<file path="src/rtl/pam_pkg.sv">
// Shared definitions for the PAM serial link receive path.
package pam_pkg;

  typedef enum logic [1:0] {
    ST_IDLE     = 2'd0,
    ST_SHIFT    = 2'd1,
    ST_WRITE    = 2'd2,
    ST_WAITSYNC = 2'd3
  } pam_state_t;

  localparam int DEF_DATA_LENGTH = 24;
  localparam int DEF_BYTES_OUT   = 2;
  localparam int DEF_BCLK_PERIOD = 12;

endpackage

</file>
<file path="src/rtl/pam_demodulator_if.sv">
// FIFO write-side bundle between the PAM demodulator (master) and the sample FIFO (slave).
interface pam_demodulator_if;
  logic [7:0] data;
  logic       write;
  logic       full;

  modport master (output data, output write, input full);
  modport slave  (input data, input write, output full);
endinterface

</file>
<file path="src/rtl/pam_sync_edge.sv">
// N-stage synchronizer for one line pin, with an optional 1->0 edge pulse.
module pam_sync_edge #(
  parameter int STAGES  = 2,
  parameter bit EDGE_EN = 1'b1
) (
  input  logic clk,
  input  logic rst,
  input  logic d,
  output logic q,
  output logic fall
);

  // Flops preset high so an idle (high) line looks idle straight out of reset
  logic [STAGES-1:0] sync_p;

  always_ff @(posedge clk or negedge rst) begin
    if (!rst) sync_p <= '1;
    else      sync_p <= {sync_p[STAGES-2:0], d};
  end

  assign q = sync_p[STAGES-1];

  generate
    if (EDGE_EN) begin : g_edge
      logic q_p;
      always_ff @(posedge clk or negedge rst) begin
        if (!rst) q_p <= 1'b1;
        else      q_p <= q;
      end
      assign fall = q_p & ~q;
    end else begin : g_no_edge
      assign fall = 1'b0;
    end
  endgenerate

endmodule

</file>
<file path="src/rtl/pam_demodulator.sv">
// PAM link receiver: oversamples nsync/bclk/sdata, rebuilds MSB-first frames, writes payload bytes low first.
// Optional bclk gap timeout enabled by defining PAM_RX_TIMEOUT_EN.
module pam_demodulator
  import pam_pkg::*;
#(
  parameter int DATA_LENGTH  = DEF_DATA_LENGTH,
  parameter int BYTES_OUT    = DEF_BYTES_OUT,
  parameter int SYNC_STAGES  = 2,
  parameter int TIMEOUT_CLKS = 64
) (
  input  logic                   clk,
  input  logic                   rst,
  input  logic                   enable,
  input  logic                   nsync,
  input  logic                   bclk,
  input  logic                   sdata,
  pam_demodulator_if.master      fifo,
  output logic [DATA_LENGTH-1:0] word,
  output logic                   word_valid,
  output logic                   frame_err,
  output logic                   overrun
);

  localparam int CNT_W = $clog2(DATA_LENGTH);
  localparam int IDX_W = $clog2(BYTES_OUT) + 1;
  localparam int FL_W  = $clog2(SYNC_STAGES + 1);

  logic nsync_s, sdata_s, bclk_s, bclk_fall;
  logic nsync_fall_unused, sdata_fall_unused;

  pam_sync_edge #(.STAGES(SYNC_STAGES), .EDGE_EN(1'b1)) u_bclk (
    .clk(clk), .rst(rst), .d(bclk), .q(bclk_s), .fall(bclk_fall));
  pam_sync_edge #(.STAGES(SYNC_STAGES), .EDGE_EN(1'b0)) u_nsync (
    .clk(clk), .rst(rst), .d(nsync), .q(nsync_s), .fall(nsync_fall_unused));
  pam_sync_edge #(.STAGES(SYNC_STAGES), .EDGE_EN(1'b0)) u_sdata (
    .clk(clk), .rst(rst), .d(sdata), .q(sdata_s), .fall(sdata_fall_unused));

  pam_state_t             state;
  logic [CNT_W-1:0]       bit_cnt;
  logic [DATA_LENGTH-1:0] shift_reg;
  logic [IDX_W-1:0]       idx;
  logic                   load_p;
  logic                   armed;
  logic [FL_W-1:0]        flush_cnt;
  logic [7:0]             cur_byte;

`ifdef PAM_RX_TIMEOUT_EN
  localparam int GAP_W = $clog2(TIMEOUT_CLKS);
  logic [GAP_W-1:0] gap_cnt;
`else
  localparam int TIMEOUT_UNUSED = TIMEOUT_CLKS;
`endif

  always_comb begin
    cur_byte = '0;
    for (int b = 0; b < BYTES_OUT; b++)
      if (idx == b[IDX_W-1:0]) cur_byte = word[8*b +: 8];
  end

  // Arming waits until the preset synchronizer has flushed, so a line already low at reset is ignored
  always_ff @(posedge clk or negedge rst) begin
    if (!rst) begin
      state      <= ST_IDLE;
      bit_cnt    <= '0;
      shift_reg  <= '0;
      idx        <= '0;
      load_p     <= 1'b0;
      armed      <= 1'b0;
      flush_cnt  <= '0;
      word       <= '0;
      word_valid <= 1'b0;
      frame_err  <= 1'b0;
      overrun    <= 1'b0;
      fifo.write <= 1'b0;
      fifo.data  <= '0;
`ifdef PAM_RX_TIMEOUT_EN
      gap_cnt    <= '0;
`endif
    end else begin
      word_valid <= 1'b0;
      fifo.write <= 1'b0;
      if (flush_cnt != FL_W'(SYNC_STAGES)) flush_cnt <= flush_cnt + 1'b1;
      else if (nsync_s)                    armed     <= 1'b1;

      if (enable) begin
        case (state)
          ST_IDLE: begin
            if (armed && !nsync_s) begin
              bit_cnt <= '0;
`ifdef PAM_RX_TIMEOUT_EN
              gap_cnt <= '0;
`endif
              state   <= ST_SHIFT;
            end
          end
          ST_SHIFT: begin
            if (bclk_fall) begin
              shift_reg <= {shift_reg[DATA_LENGTH-2:0], sdata_s};
`ifdef PAM_RX_TIMEOUT_EN
              gap_cnt   <= '0;
`endif
              if (bit_cnt == CNT_W'(DATA_LENGTH - 1)) begin
                load_p <= 1'b1;
                state  <= ST_WRITE;
              end else begin
                bit_cnt <= bit_cnt + 1'b1;
              end
            end else if (nsync_s) begin
              frame_err <= 1'b1;
              shift_reg <= '0;
              state     <= ST_IDLE;
            end
`ifdef PAM_RX_TIMEOUT_EN
            else if (gap_cnt == GAP_W'(TIMEOUT_CLKS - 1)) begin
              frame_err <= 1'b1;
              shift_reg <= '0;
              state     <= ST_WAITSYNC;
            end else begin
              gap_cnt <= gap_cnt + 1'b1;
            end
`endif
          end
          ST_WRITE: begin
            if (load_p) begin
              word       <= shift_reg;
              word_valid <= 1'b1;
              idx        <= '0;
              load_p     <= 1'b0;
            end else if (fifo.full) begin
              // Whole frame is dropped only if nothing of it has gone out yet
              if (idx == '0) begin
                overrun <= 1'b1;
                state   <= ST_WAITSYNC;
              end
            end else begin
              fifo.write <= 1'b1;
              fifo.data  <= cur_byte;
              idx        <= idx + 1'b1;
              if (idx == IDX_W'(BYTES_OUT - 1)) state <= ST_WAITSYNC;
            end
          end
          ST_WAITSYNC: begin
            if (nsync_s) state <= ST_IDLE;
          end
          default: state <= ST_IDLE;
        endcase
      end
    end
  end

endmodule

</file>
<file path="src/flat_wrapper.sv">
// flat-port wrapper written by rule: the top's interface ports become plain ports
module pam_demodulator_flat import pam_pkg::*;
#(
  parameter int DATA_LENGTH  = DEF_DATA_LENGTH,
  parameter int BYTES_OUT    = DEF_BYTES_OUT,
  parameter int SYNC_STAGES  = 2,
  parameter int TIMEOUT_CLKS = 64
)
  (clk, rst, enable, nsync, bclk, sdata, word, word_valid, frame_err, overrun, fifo_data, fifo_write, fifo_full);
  pam_demodulator_if fifo_i ();
  input  logic clk;
  input  logic rst;
  input  logic enable;
  input  logic nsync;
  input  logic bclk;
  input  logic sdata;
  output logic [DATA_LENGTH-1:0] word;
  output logic word_valid;
  output logic frame_err;
  output logic overrun;
  output wire logic [$bits(fifo_i.data)-1:0] fifo_data;
  output wire logic [$bits(fifo_i.write)-1:0] fifo_write;
  input wire logic [$bits(fifo_i.full)-1:0] fifo_full;
  assign fifo_data = fifo_i.data;
  assign fifo_write = fifo_i.write;
  assign fifo_i.full = fifo_full;
  pam_demodulator #(.DATA_LENGTH(DATA_LENGTH), .BYTES_OUT(BYTES_OUT), .SYNC_STAGES(SYNC_STAGES), .TIMEOUT_CLKS(TIMEOUT_CLKS)) u_core (.clk(clk), .rst(rst), .enable(enable), .nsync(nsync), .bclk(bclk), .sdata(sdata), .fifo(fifo_i), .word(word), .word_valid(word_valid), .frame_err(frame_err), .overrun(overrun));
endmodule
</file>
<file path="config.mk">
export PLATFORM = sky130hd
export DESIGN_NAME = pam_demodulator_flat
export DESIGN_NICKNAME = d
export VERILOG_FILES = /design/src/rtl/pam_pkg.sv /design/src/rtl/pam_demodulator_if.sv /design/src/rtl/pam_sync_edge.sv /design/src/rtl/pam_demodulator.sv /design/src/flat_wrapper.sv
export SDC_FILE = /design/constraint.sdc
export NUM_CORES = 1
export LEC_CHECK = 0
export CAP_MARGIN = 0
export CORE_MARGIN = 2
export CORE_UTILIZATION = 59
export DETAILED_ROUTE_END_ITERATION = 10
export PLACE_DENSITY = 0.84
export SLEW_MARGIN = 20
export SYNTH_ARGS = -nofsm -noshare
export SYNTH_HDL_FRONTEND = slang
export SYNTH_SLANG_ARGS = --single-unit
</file>
<file path="constraint.sdc">
create_clock -name clk -period 4.35 [get_ports clk]
set_input_delay 0.435 -clock clk [delete_from_list [all_inputs] [get_ports clk]]
set_output_delay 0.435 -clock clk [all_outputs]
set_load 0.01 [all_outputs]
</file>
-- Word level (Yosys, flattened, before mapping)
Cells that the tools add are included.
- $add $sub $neg: 3
- equality and inequality tests: 15
- mux-type cells: 29
- bitwise logic cells: 6
- reduce and logical (&&, ||, !) cells: 17
- operators with widths (kind ; count):
    $mux 24 ; 2
    $mux 2 ; 10
    $mux 8 ; 2
    $mux 5 ; 3
    $reduce_and 4->1 ; 3
    $pmux 5 s2 ; 1
    $reduce_and 5->1 ; 2
    $mux 1 ; 9
    $reduce_and 3->1 ; 3
    $ne 2x1->1 const B ; 4
    $pmux 2 s4 ; 1
    $ne 2x2->1 const B ; 3
    $ne 3x2->1 const B ; 2
    $reduce_and 6->1 ; 1
    $reduce_bool 2->1 ; 3
    $add 5x1->5 const B ; 1
    $eq 5x5->1 const B ; 1
    $not 1->1 ; 5
    $add 2x1->2 const B ; 2
    $eq 2x1->1 const B ; 2
    $eq 2x2->1 const B ; 2
    $logic_not 2->1 ; 2
    $ne 3x3->1 const B ; 1
    $pmux 1 s2 ; 1
    4 further kinds ; 4
- bits in registers: 80
- input bits: 7
- output and inout bits: 36
- logic and storage cells: 87

-- Longest topological paths before layout
Gate-level depths: netlist (run 1).
- word-level depth: 5
- depth in mapped cells: 8
- mapped depth without buffers: 6

-- Cells and area by module
Synthesis (run 1) repeated with hierarchy kept, for this count alone.
- cell total of the unflattened synthesis: 227
- area total of the unflattened synthesis: 3281.9 um^2
- by module, submodules not included (module ; times used ; cells each ; area an instance (um^2) ; seq. area each (um^2)):
    pam_demodulator ; 1 ; 215 ; 3061.7 ; 1826.8
    pam_sync_edge (u_core.u_nsync ...) ; 2 ; 4 ; 63.8 ; 52.6
    pam_sync_edge (u_core.u_bclk) ; 1 ; 4 ; 92.6 ; 78.8

-- Least setup slack after synthesis (run 1)
Ideal clock, no wire load.
- kind: flip-flop to flip-flop
- from: register u_core.state[0]
- to: register u_core.word[18]
- library setup time: 0.128 ns
- data arrival time: 1.413 ns
- required time: 4.222 ns
- path slack: 2.809 ns
- cell stages (with the launch flop): 7
- buffers on the path: 2
- clock period less this slack: 1.541 ns
- cells stage by stage: dfrtp_1 > inv_1 > ha_1 > buf_4 > nand3_2 > buf_4 > mux2_1
- longest elaborated chain between the ends: 2
- RTL lines (element ; line ; source):
    from (decl) ; pam_demodulator.sv:38 ; pam_state_t state;
    from (signal assigned) ; pam_demodulator.sv:63 ; state <= ST_IDLE;
    from (signal assigned) ; pam_demodulator.sv:93 ; state <= ST_SHIFT;
    from (signal assigned) ; pam_demodulator.sv:104 ; state <= ST_WRITE;
    $eq 2x2->1 ; pam_demodulator.sv:86 ; case (state)
    $reduce_and 3->1 (no line) ; - ;
    to (signal assigned) ; pam_demodulator.sv:125 ; word <= shift_reg;
    to (decl) ; pam_demodulator.sv:18 ; output logic [DATA_LENGTH-1:0] word,
No other way between the ends.
A chain may end at the register's enable or synchronous reset.

-- Worst setup path in the final report (run 1)
Same ends and word-level chain as after synthesis.

==> metrics, run 1 <==
Mapped Cells 306; fin nets 359; clk_lat worst skew 0.34 ns; CP endpoint kind flop; CTS Hold Buffers Added 0; Pleak ~1.9 nW; CTS root buf clkbuf_8; clock sink count 80; detailed-route via count 2,349; WHS 0.245 ns; Slew headroom 35.7%; first-pass detailed-route iteration total 4; Worst Hold Class in -> async; core area around 5500 um^2; post-synthesis cell type count 45; CP Max Fanout 25; Die Y 80.1 um; cts repair resizes 0; largest family of logic cells by synthesized area simple AND/OR/NAND/NOR gates; Setup Skew 0.00541 ns; routability cong. 0.825; Die Span X ~80 um; Worst Setup Start Kind flop; gr ovfl total 0; Setup Fix Bufs, Post-CTS 0; Critical Path RT 4.58 ns; H-tree depth 3; Worst EP arrival 2.36 ns; Post-Syn Area 3420 um^2; RSZ-0062 raised after global routing false; syn nets roughly 320; Fin. Hold Viols 0; post-synthesis async set-or-reset flop share 100%; synthesis-stage register bit count 80; Die ar. approximately 6400 um^2; CTS max path bufs 2; max_cap viols 0; Ports 43; Worst Reg-to-Reg Cells 4; number of buffers created by CTS 9; ANT cells 0; Ys Warns 0; Syn Area/Cell 11.2 um^2; Main synth FF type dfrtp_1; CTS tree yes; post-synthesis xor/xnor area fraction less than 1%; setup violators final 0; TNS Setup 0 ns; number of global-route vias before repair 2,328; input/output buffers 42; clock transition at the registers of the reported paths 0.08 ns; PwrDens around 450 nW/um^2; fin util 73.4%; 1st-iter DRT viols 158; HPWL after DPL between 4000 and 5000 um; final wirelength 6320 um; Post-synth EDFFs 0; mux cell area share after synthesis 9.48%; largest net degree at the start of global routing 81; fin cells 420; via/cell ratio 5.59; Post-Synth Adder-Cell Area 3.29%; outcome completed; fraction of final layout cells sized beyond drive strength 1 17.0%; worst vdd ir 0.303 mV; # rows 27; Synth Area in Compound Gates 10.9%; first-pass GRT wire length 11,000 um; Routed Antenna Nets 0; Least-Margin Pin Slew 0.964 ns; Starting Density 61.7%; clock period minus final worst setup slack about 2.1 ns; max-slew violation count 0; Max Clock Freq 469 MHz; DP Cell Count 404; GR Util All Layers about 22%; initial antenna violation count 0; post-synthesis simple-gate area fraction 13.1%; total power approximately 1.8 mW; Area Overhead vs Synth 19.0%; Final Cycle Share approximately half; kind of critical path reg -> reg; average wire per standard cell 15.1 um; post-synthesis sequential area ratio 58.8%; DRC 0
## cell families after synthesis
| family | Yosys count |
|---|---|
| simple gates | 97 |
| flops | 80 |
| compound gates | 62 |
| mux | 29 |
| buf+inv | 28 |
| fa+ha+maj | 9 |
| xor+xnor | 1 |
## worst paths after layout
kind                                                        start                           endpoint  slack, ns
worst max-delay path                  u_core.state[0]$_DFFE_PN0P_        u_core.word[18]$_DFFE_PN0P_       2.22
max in group asynchronous                                     rst        u_core.word[17]$_DFFE_PN0P_       3.49
min in group clk                u_core.u_bclk.sync_p[0]$_DFF_PN1_  u_core.u_bclk.sync_p[1]$_DFF_PN1_       0.36
worst min-delay path                                          rst         u_core.overrun$_DFFE_PN0P_       0.24
worst max register to register        u_core.state[0]$_DFFE_PN0P_        u_core.word[18]$_DFFE_PN0P_       2.22
worst min register to register  u_core.u_bclk.sync_p[0]$_DFF_PN1_  u_core.u_bclk.sync_p[1]$_DFF_PN1_       0.36
## critical path: stages (launching register included)
cell and delay [ns]:
dfrtp_1 0.40, inv_1 0.15, ha_1 0.36, nand3_2 0.58
mux2_1 0.53
## metrics by stage
stage / cell area, um^2 / setup slack [ns]
2_1_floorplan: 3420 / 2.81
3_3_place_gp: 3830 / 2.05
3_5_place_dp: 3830 / 2.00
4_1_cts: 4070 / 2.21
5_1_grt: 4070 / 2.10
6_report: 4070 / 2.22
## layout by cell type (no fill, tap or decap), types with 2 or more instances in the layout
cell type | netlist | routed
nor3_1 | 2 | 2
o21ai_0 | 25 | 25
mux2_2 | 25 | 25
nand2_1 | 58 | 58
clkbuf_8 | 0 | 9
clkinv_2 | 0 | 2
a21oi_1 | 17 | 17
a211o_1 | 2 | 2
mux2i_1 | 2 | 2
a22oi_1 | 3 | 3
dfrtp_1 | 73 | 73
o21ai_1 | 3 | 3
o21ai_2 | 2 | 2
buf_4 | 4 | 2
nor2_1 | 19 | 19
a22o_1 | 2 | 2
ha_1 | 9 | 9
bufinv_16 | 0 | 3
inv_1 | 11 | 11
nand3_2 | 3 | 3
mux2_1 | 2 | 2
clkdlybuf4s50_1 | 0 | 41
dfstp_2 | 7 | 7
nand3_1 | 3 | 3
## final cells by class
cell class                      count  area [um^2]
Sequential cell                    80         2010
Fill cell                         356         1470
Multi-Input combinational cell    198         1270
Timing Repair Buffer               43          425
Clock buffer                       10          128
Clock inverter                      6          108
Tap cell                           72         90.1
Inverter                           11         41.3
## power breakdown
group          internal [mW]  switching, mW  leakage [nW]
sequential             0.798         0.0489          1.06
clock                  0.379          0.258         0.116
combinational          0.137          0.190         0.684
total                   1.31          0.498          1.86
## metal layers
metal  wire [um]  GRT usage (%)
met4         124           8.14
met2        3070           36.3
met3         260           4.04
met5           0              0
met1        2870           30.6
## synth_stat cells, types with 2 or more instances
cell type | instances | share of area (%)
a22o_1 | 2 | 0.51
mux2_2 | 25 | 8.2
nand2_1 | 58 | 6.4
mux2_1 | 2 | 0.66
ha_1 | 9 | 3.3
nand3_2 | 3 | 0.88
inv_1 | 11 | 1.2
o21ai_1 | 3 | 0.44
a22oi_1 | 3 | 0.66
a21oi_1 | 17 | 2.5
o21ai_2 | 2 | 0.51
nor3_1 | 2 | 0.29
mux2i_1 | 2 | 0.59
buf_4 | 4 | 0.88
buf_2 | 5 | 0.73
nand3_1 | 3 | 0.44
o21ai_0 | 25 | 3.7
clkbuf_1 | 5 | 0.55
buf_6 | 2 | 0.66
dfstp_2 | 7 | 5.4
dfrtp_1 | 73 | 53
a211o_1 | 2 | 0.51
nor2_1 | 19 | 2.1
Note: power is estimated with default switching activity, not from simulation.
==> inputs of run 2 (changes only) <==
--- a/config.mk
+++ b/config.mk
@@ -7,9 +7,9 @@
 export LEC_CHECK = 0
 export CAP_MARGIN = 0
 export CORE_MARGIN = 2
-export CORE_UTILIZATION = 59
+export CORE_UTILIZATION = 49
 export DETAILED_ROUTE_END_ITERATION = 10
-export PLACE_DENSITY = 0.84
+export PLACE_DENSITY = 0.75
 export SLEW_MARGIN = 20
 export SYNTH_ARGS = -nofsm -noshare
 export SYNTH_HDL_FRONTEND = slang
==> constraint.sdc (replaced) <==
create_clock -name clk -period 1.72 [get_ports clk]
set_input_delay 0.172 -clock clk [delete_from_list [all_inputs] [get_ports clk]]
set_output_delay 0.172 -clock clk [all_outputs]
set_load 0.01 [all_outputs]
==> run 2 against run 1 <==
Count of clock-buffer cells in the layout unchanged; global-route usage down 4.4 points; setup slack lost 2.2 ns; critical path depth increased by 2; final cell count rose by 4.3%; fmax increased by 29%; wire length decreased by 5.7%; die area up 19%; critical endpoint is now u_core.state[1]$_DFFE_PN0P_.
==> metrics, run 2 (same netlist as run 1, synthesis figures left out) <==
outcome completed; Final Cycle Share 96.3% (+47 points); Die ar. 7660 um^2 (+19%); average wire per standard cell 13.6 um (-9.6%); Routed Antenna Nets 0 (unchanged); cell area after layout 4150 um^2 (+2.0%); gr ovfl total 0 (unchanged); Seq pwr share 49.9% (+3.2 points); number of global-route vias before repair 2,248 (-3.4%); initial antenna violation count 0 (unchanged); clock sink count 80 (unchanged); Setup Skew 0.0125 ns (+0.00711 ns); Switching Share 30.3% (+2.9 points); Area Overhead vs Synth 21.3%; Fin. Hold Viols 0 (unchanged); Slowest cell on crit path dfrtp_1; Worst Hold Class in -> reg; fin nets 369 (+2.8%); fin util 61.4% (-12 points); core area 6760 um^2 (+22%); first-pass GRT wire length 10,500 um (-4.3%); max-slew violation count 0 (unchanged); Slew headroom 74.5% (+39 points); HPWL after DPL 4190 um (+1.3%); WHS 0.228 ns (-0.0171 ns); final wirelength 5960 um (-5.7%); Pleak 1.89 nW (+1.7%); # fillers 553 (+55%); max_cap viols 0 (unchanged); Ports 43 (unchanged); setup violators final 0 (unchanged); Gate power share 20.4% (+2.3 points); placed cell areas 3950 um^2 (+3.0%); R2R setup slack 0.06 ns (-2.16 ns); 1st-iter DRT viols 117 (-26%); leading cell types in the layout, fill and taps excluded dfrtp_1 (73), nand2_1 (58), clkdlybuf4s50_1 (41); DRC 0 (unchanged); clk_lat worst skew 0.35 ns (about the same); Die Y 87.5 um (+9.2%); worst vdd ir 0.478 mV (+58%); CP Max Fanout 5 (-80%); Critical Path RT 1.96 ns (-2.62 ns); Worst Setup Start Kind flop; input/output buffers 42 (unchanged); clock power share 29.7% (-5.5 points); Top delay family on crit path flip-flops; CTS root buf clkbuf_8; number of buffers created by CTS 9 (unchanged); WP buf/inv 2 (+1); CTS max path bufs 2 (unchanged); fraction of final layout cells sized beyond drive strength 1 19.8% (+2.9 points); kind of critical path reg -> reg; ANT cells 0 (unchanged); H-tree depth 3 (unchanged); net switching power figure 1.30 mW (+160%); routability cong. 0.781 (-5.4%); crit-path cells inv_1 -> ha_1 -> inv_1 -> o21a_1 -> nand3_2 -> mux2_2; RSZ-0062 raised after global routing true; via/cell ratio 5.29 (-5.5%); Crit path largest cell delay 0.43 ns (-0.15 ns); Setup Fix Bufs, Post-CTS 0 (unchanged); commonest non-fill, non-tap cell in the layout dfrtp_1; largest net degree at the start of global routing 49 (-40%); CP most frequent cell inv_1; clock transition at the registers of the reported paths 0.08 ns (about the same); Worst EP arrival 1.89 ns (-0.47 ns); PwrDens 1030 nW/um^2 (+130%); clock period minus final worst setup slack 1.66 ns (-0.475 ns); Die Span X 87.5 um (+9.2%); Max Clock Freq 604 MHz (+29%); Least-Margin Pin Slew 0.382 ns (-0.582 ns); total power 4.29 mW (+140%); GR Util All Layers 18.0% (-4.4 points); first-pass detailed-route iteration total 4 (unchanged); detailed-route via count 2,316 (-1.4%); # rows 30 (+11%); CTS tree yes; Starting Density 50.6% (-11 points); Cell Int Power 2.99 mW (+130%); CP endpoint kind flop
[run 2: changes by cell type in the layout (fill, tap and decap cells not counted), moves of 2 or more]
cell / delta
buf_12: +3
buf_4: +6
bufinv_16: -3
clkinv_2: -2
clkinv_4: +2
inv_6: +2
[run 2: final cells by class]
class                      count  area (um^2)  area share (%)
sequential                    80         2010            48.5
multi-input combinational    198         1270            30.6
timing repair buffer          53          541            13.0
clock buffer                  10          138            3.32
tap                           80          100            2.41
clock inverter                 6         50.0            1.21
inverter                      11         41.3           0.995
[run 2: timing repair]
action / in CTS / in global routing
endpoints found under the setup margin: 0 / 62
hold endpoints to repair: 19 / 0
resized for setup: 0 / 3
hold buffers: 1 / 0
[run 2: through the flow]
stage                     setup slack (ns)  TNS, ns  std cells
after global routing               -0.0238   -0.128        438
after floorplan                      0.179        0        306
final                               0.0637        0        438
after global placement              0.0887        0        421
after detailed placement            0.0266        0        421
after CTS                          0.00797        0        438
[run 2: layer usage]
metal	wire length, um	up-vias	global-route usage [%]	share of wire, %
li1	-	1134	-	-
met1	2840	1112	25.0	48
met2	2780	57	26.5	47
met3	173	13	3.49	2.9
met4	162	0	10.3	2.7
met5	0	-	0	0
[run 2: worst reg2reg max path, cell delays in order, from the launching register on]
cell and delay (ns):
dfrtp_1 0.43, inv_1 0.12, ha_1 0.20, inv_1 0.08
o21a_1 0.26, nand3_2 0.11, mux2_2 0.33
[run 2: path summary, 6_finish.rpt]
path | startpoint | to | cells past startpoint
worst max register to register | u_core.state[1]$_DFFE_PN0P_ | u_core.state[1]$_DFFE_PN0P_ | 6
min in group asynchronous | rst | u_core.flush_cnt[1]$_DFFE_PN0P_ | 2
worst min-delay path | sdata | u_core.u_sdata.sync_p[0]$_DFF_PN1_ | 1
worst max-delay path | u_core.state[1]$_DFFE_PN0P_ | u_core.state[1]$_DFFE_PN0P_ | 6
max in group asynchronous | rst | u_core.u_nsync.sync_p[0]$_DFF_PN1_ | 3
worst min register to register | u_core.u_nsync.sync_p[0]$_DFF_PN1_ | u_core.u_nsync.sync_p[1]$_DFF_PN1_ | 0
[run 2: power by group through the flow]
stage          clock [mW]  combinational (mW)  sequential [mW]
2_1_floorplan           0               0.577             2.16
3_3_place_gp            0               0.836             2.16
3_5_place_dp            0               0.866             2.17
4_1_cts              1.32               0.874             2.14
5_1_grt              1.40               0.977             2.16
6_report             1.27               0.875             2.14
